<file path="src/rtl/cpu_defs_pkg.sv">
// Shared CPU definitions: next-PC select encodings, fetch-stage FSM state
// encodings, the canonical NOP word and the default reset PC. Also used by
// the control unit.
package cpu_defs;

  typedef enum logic [1:0] {
    NPC_SEQ  = 2'b00,
    NPC_JALR = 2'b01,
    NPC_BR   = 2'b10,
    NPC_JAL  = 2'b11
  } npc_op_e;

  typedef enum logic [1:0] {
    ST_BOOT  = 2'b00,
    ST_FETCH = 2'b01,
    ST_EXEC  = 2'b10,
    ST_HALT  = 2'b11
  } if_state_e;

  localparam logic [31:0] NOP_INST         = 32'h0000_0013;
  localparam logic [31:0] DEFAULT_RESET_PC = 32'h0000_0000;

endpackage

</file>
<file path="src/rtl/if_stage_npc.sv">
// npc: combinational next-PC calculator.
//   pc      in  current PC
//   npc_op  in  next-PC select (seq / jalr / branch / jal)
//   br_take in  branch condition, consulted only for branches
//   imm     in  sign-extended immediate
//   alu_c   in  ALU result (rs1+imm for jalr)
//   target  out computed next PC (unchecked for alignment)
//   pc4     out pc + 4
// All arithmetic wraps modulo 2^32.
module npc
  import cpu_defs::*;
(
  input  logic [31:0] pc,
  input  logic [1:0]  npc_op,
  input  logic        br_take,
  input  logic [31:0] imm,
  input  logic [31:0] alu_c,
  output logic [31:0] target,
  output logic [31:0] pc4
);

  logic [31:0] pc_imm;

  assign pc4    = pc + 32'd4;
  assign pc_imm = pc + imm;

  always_comb begin
    target = pc4;
    case (npc_op_e'(npc_op))
      NPC_SEQ:  target = pc4;
      NPC_JALR: target = alu_c & ~32'h0000_0001;
      NPC_BR:   target = br_take ? pc_imm : pc4;
      NPC_JAL:  target = pc_imm;
      default:  target = pc4;
    endcase
  end

endmodule

</file>
<file path="src/rtl/if_stage.sv">
// if_stage: instruction fetch stage with a BOOT/FETCH/EXEC/HALT sequencer.
//   clk, rst              clock; asynchronous active-high reset
//   npc_op, br_take, imm, alu_c   next-PC inputs from decoder/ALU/sext
//   hold                  stall; freezes the instruction while in EXEC
//   imem_req/imem_addr    instruction-memory request and address (= pc)
//   imem_ready/imem_rdata memory response, accepted only in FETCH
//   inst/inst_valid       registered instruction to the decoder
//   pc/pc4                current PC and PC+4
//   misalign              sticky: a computed target was not word aligned
//   inst_cnt              retired instruction count (wraps)
module if_stage
  import cpu_defs::*;
#(
  parameter logic [31:0] RESET_PC = DEFAULT_RESET_PC
) (
  input  logic        clk,
  input  logic        rst,
  input  logic [1:0]  npc_op,
  input  logic        br_take,
  input  logic [31:0] imm,
  input  logic [31:0] alu_c,
  input  logic        hold,
  output logic        imem_req,
  output logic [31:0] imem_addr,
  input  logic        imem_ready,
  input  logic [31:0] imem_rdata,
  output logic [31:0] inst,
  output logic        inst_valid,
  output logic [31:0] pc,
  output logic [31:0] pc4,
  output logic        misalign,
  output logic [31:0] inst_cnt
);

  if_state_e   state_q, state_d;
  logic [31:0] pc_q, pc_d;
  logic [31:0] inst_q, inst_d;
  logic [31:0] cnt_q, cnt_d;
  logic        mis_q, mis_d;
  logic [31:0] target;

  npc u_npc (
    .pc      (pc_q),
    .npc_op  (npc_op),
    .br_take (br_take),
    .imm     (imm),
    .alu_c   (alu_c),
    .target  (target),
    .pc4     (pc4)
  );

  always_ff @(posedge clk or posedge rst) begin
    if (rst) begin
      state_q <= ST_BOOT;
      pc_q    <= RESET_PC;
      inst_q  <= NOP_INST;
      cnt_q   <= '0;
      mis_q   <= 1'b0;
    end else begin
      state_q <= state_d;
      pc_q    <= pc_d;
      inst_q  <= inst_d;
      cnt_q   <= cnt_d;
      mis_q   <= mis_d;
    end
  end

  // Request/valid are decoded from the state register so an asynchronous
  // reset drops imem_req in the same cycle.
  always_comb begin
    state_d    = state_q;
    pc_d       = pc_q;
    inst_d     = inst_q;
    cnt_d      = cnt_q;
    mis_d      = mis_q;
    imem_req   = 1'b0;
    inst_valid = 1'b0;
    case (state_q)
      ST_BOOT: state_d = ST_FETCH;
      ST_FETCH: begin
        imem_req = 1'b1;
        if (imem_ready) begin
          inst_d  = imem_rdata;
          state_d = ST_EXEC;
        end
      end
      ST_EXEC: begin
        inst_valid = 1'b1;
        if (!hold) begin
          if (target[1:0] == 2'b00) begin
            pc_d    = target;
            cnt_d   = cnt_q + 32'd1;
            state_d = ST_FETCH;
          end else begin
            mis_d   = 1'b1;
            state_d = ST_HALT;
          end
        end
      end
      ST_HALT: state_d = ST_HALT;
      default: state_d = ST_HALT;
    endcase
  end

  assign imem_addr = pc_q;
  assign pc        = pc_q;
  assign inst      = inst_q;
  assign misalign  = mis_q;
  assign inst_cnt  = cnt_q;

endmodule

</file>
<file path="config.mk">
export PLATFORM = sky130hd
export DESIGN_NAME = if_stage
export DESIGN_NICKNAME = d
export VERILOG_FILES = /design/src/rtl/cpu_defs_pkg.sv /design/src/rtl/if_stage_npc.sv /design/src/rtl/if_stage.sv
export SDC_FILE = /design/constraint.sdc
export NUM_CORES = 1
export LEC_CHECK = 0
export CAP_MARGIN = 10
export CORE_UTILIZATION = 28
export DETAILED_ROUTE_END_ITERATION = 7
export HOLD_SLACK_MARGIN = 0.06
export SLEW_MARGIN = 20
export SYNTH_ARGS = -nofsm -noshare
export SYNTH_HDL_FRONTEND = slang
export SYNTH_SLANG_ARGS = --single-unit
export TNS_END_PERCENT = 5
</file>
<file path="constraint.sdc">
create_clock -name clk -period 3.44 [get_ports clk]
set_clock_uncertainty 0.2 [all_clocks]
set_input_delay 0.344 -clock clk [delete_from_list [all_inputs] [get_ports clk]]
set_output_delay 0.344 -clock clk [all_outputs]
set_load 0.005 [all_outputs]
</file>
==> impl_metrics.csv <==
group,metric,value,unit
routing,ant_nets,0,
setup_path,r2r_setup_slack,0.27,ns
routing,drt_pre_antenna_iters,6,
power_and_ir_drop,irDropWorstVdd,238.4,uV
place,numPortBuffers,264,
cells_and_area,final_util,42.56,%
place,place_ws,-0.03321,ns
floorplan,dieHeight,160.1,um
clocking,cts.path.max_buffers,2,
setup_path,timing.rr.start,"imem_addr[3]",
synth,netlist_area,0.007000,sq mm
timing,min_period,3.321,ns
grt,grt_pass1_wl,38040,um
power_and_ir_drop,p_sw_share,35.78,%
cells_and_area,drive_gt1_share,13.98,%
clocking,cts_buffers,9,
synth,yosysSeqAreaShare,35.44,%
synth,yosys_warnings,0,
setup_path,cp.required,2.90,ns
cells_and_area,final_cell_mix,"clkdlybuf4s50_1, dfrtp_1, xnor2_1, nand2_1, nor2_1",
min_path,hold_path_end,"misalign",
routing,drt_iter0_drc,365,
clocking,clkTransAtPathRegs,0.10,ns
timing,worstMarginPinSlew,0.5633,ns
timing,max_freq,301.1,MHz
timing,worst_slack,0.1190,ns
outcome,outcome,"finished, final reports clean",
floorplan,die-area,0.02564,sq mm
timing,period_share,96.54,%
setup_path,end_kind,"output port",
grt,grt_pass1_vias,6685,
timing,hold_viol_final,0,
clocking,root_buffer,"clkbuf_16",
grt,globalRouteOverflowTotal,0,
synth,syn_inst,747,
routing,vias,6723,
power_and_ir_drop,p_int,3578,uW
cells_and_area,final_nets,1148,
clocking,hold_buffers,0,
place,hpwlAfterDp,18430,um
setup_path,start_kind,"flip-flop",
floorplan,pin_count,266,
power_and_ir_drop,power_frac_clock,19.5,%
timing,relSlewSlack,62.45,%
power_and_ir_drop,combPwrFrac,49.7,%
floorplan,rows,57,
floorplan,die_w,160.1,um
floorplan,coreArea,0.02439,sq mm
synth,async_flop_share,100.0,%
grt,grt_usage,19.03,%
floorplan,start_util,28.70,%
power_and_ir_drop,switchingPower,1994,uW
timing,setup_viol,0,
routing,vias_per_cell,5.013,
synth,avgSynthCellArea,9.371,sq um
routing,drc,0,
min_path,min_path_cells,1,
routing,wl_per_cell,18.08,um
synth,synth_edf_count,0,
grt,antenna_found_initial,1,
synth,ys.flop_type,"dfrtp_1",
min_path,hold_start,"misalign",
setup_path,reg2reg_depth,12,
flow_run,drv_cap,0,
power_and_ir_drop,p_leak,0.004413,uW
power_and_ir_drop,powerDensity,536.8,mW/mm^2
place,gp_congestion,0.8148,
setup_path,crit_fanout,6,
power_and_ir_drop,seqPwrFrac,30.8,%
timing,drv_slew,0,
cells_and_area,syn_to_final_growth,48.28,%
min_path,hp-class,"reg2reg",
grt,grt_max_degree,100,
setup_path,timing.rr.end,"imem_addr[31]",
clocking,cts.sinks,99,
cells_and_area,layout_commonest_cell,"clkdlybuf4s50_1",
clocking,cts_tree,"built",
routing,wirelength,24240,um
clocking,clk_latency,0.37,ns
synth,synth_nets,884,
synth,yosysUniqueCellTypes,74,
setup_path,cp.arrival,2.78,ns
setup_path,setup.worst_path.class,"reg2out",
synth,synth_seq_cells,99,
clocking,htree_levels,3,
[power by group through the flow]
stage / Clock, uW / Combinational [uW] / Sequential, uW
floorplan: 0 / 1390 / 1720
CTS: 1120 / 2770 / 1710
global placement: 0 / 2740 / 1720
global route: 1160 / 3020 / 1760
detailed placement: 0 / 2740 / 1730
finish: 1090 / 2770 / 1710
[cell usage after synthesis (all sizes together), types with 3 or more instances]
master | count | share of area [%]
nand2b | 4 | 0.36
a21o | 14 | 1.5
o31ai | 4 | 0.50
a221oi | 10 | 1.3
a211oi | 3 | 0.39
clkbuf | 23 | 1.9
o221ai | 4 | 0.50
dfrtp | 96 | 34
o21a | 6 | 0.64
or2 | 6 | 0.54
buf | 39 | 4.0
o21ai | 50 | 3.6
ha | 33 | 5.9
a31oi | 8 | 0.71
o21bai | 3 | 0.32
nor2b | 7 | 0.63
a22oi | 3 | 0.32
dfstp | 3 | 1.1
xnor2 | 56 | 7.0
nor2 | 52 | 2.8
o211ai | 4 | 0.43
nand3 | 32 | 2.5
or3 | 3 | 0.27
mux2 | 33 | 5.3
and3 | 13 | 1.2
a21boi | 4 | 0.43
a222oi | 9 | 1.3
inv | 24 | 1.3
nor3 | 16 | 1.4
and2 | 4 | 0.36
a221o | 3 | 0.43
xor2 | 30 | 3.8
nand4 | 17 | 1.6
nor4 | 3 | 0.70
nand2 | 54 | 2.9
a21oi | 45 | 3.3
and4 | 4 | 0.52
[layout make-up]
type	instances	area (sq um)
fill	2455	14010
multi-input combinational	562	4048
timing repair buffer	315	3038
sequential	99	2489
tap	324	405.4
clock buffer	9	225.2
inverter	24	92.59
clock inverter	7	80.08
antenna	1	2.502
[layer usage]
layer | GRT usage, % | routed length (um)
met3 | 3.299 | 1622
met5 | 0 | 0
met2 | 32.37 | 11420
met4 | 3.939 | 194
met1 | 25.17 | 11000
[metrics by stage]
stage                     power [uW]  cells  hold WS (ns)  setup TNS, ns  area [sq um]
after global routing            5944   1340        0.3115       -0.09117         10380
after global placement          4458   1322        0.2431              0         10020
after floorplan                 3111    747        0.2464              0          7000
after detailed placement        4478   1322        0.2587       -0.05921         10020
after CTS                       5603   1339        0.2748              0         10340
final                           5572   1341        0.2682              0         10380
[worst max-delay path: stages, from the launching register on]
cell             delay, ns
dfrtp_1               0.42
ha_2                  0.21
nand4_1               0.20
nor3_2                0.20
buf_4                 0.19
and4_4                0.29
nand2_1               0.14
xnor2_2               0.24
clkdlybuf4s50_1       0.53
[flip-flops by register name, summed over array words and instances, names as in the netlist]
| signal | flops |
|---|---|
| imem_addr | 32 |
| inst | 32 |
| inst_cnt | 32 |
| state_q | 2 |
| misalign | 1 |
[how the worst max path moves through the flow]
stage,from,to,depth (start not counted)
after floorplan,rst,imem_addr[0],1
after global placement,imm[7],imem_addr[30],10
after detailed placement,imm[0],inst_cnt[29],13
after CTS,imem_addr[5],pc4[29],8
after global routing,imem_addr[2],pc4[28],8
final,imem_addr[2],pc4[28],8
[logic make-up (layout without fill, tap and decap cells)]
| family | after synthesis | after routing | share of synthesized area (%) |
|---|---|---|---|
| and+or+nand+nor | 218 | 218 | 16.16 |
| AOI/OAI and AO/OA | 189 | 189 | 18.61 |
| DFF | 99 | 99 | 35.44 |
| xor gates and xnor gates | 86 | 86 | 10.76 |
| buffers and inverters | 86 | 355 | 7.256 |
| muxes | 35 | 35 | 5.594 |
| adders and majority gates | 34 | 34 | 6.184 |
| other | 0 | 1 | 0 |
[what timing repair did]
action	4_1_cts	5_1_grt
gates cloned	0	0
gates resized for setup	4	10
pin swaps	1	5
setup buffers	1	1
setup endpoints to repair	6	8
endpoints found under the hold margin	0	0
No activity file was read; power rests on OpenSTA's default activity.
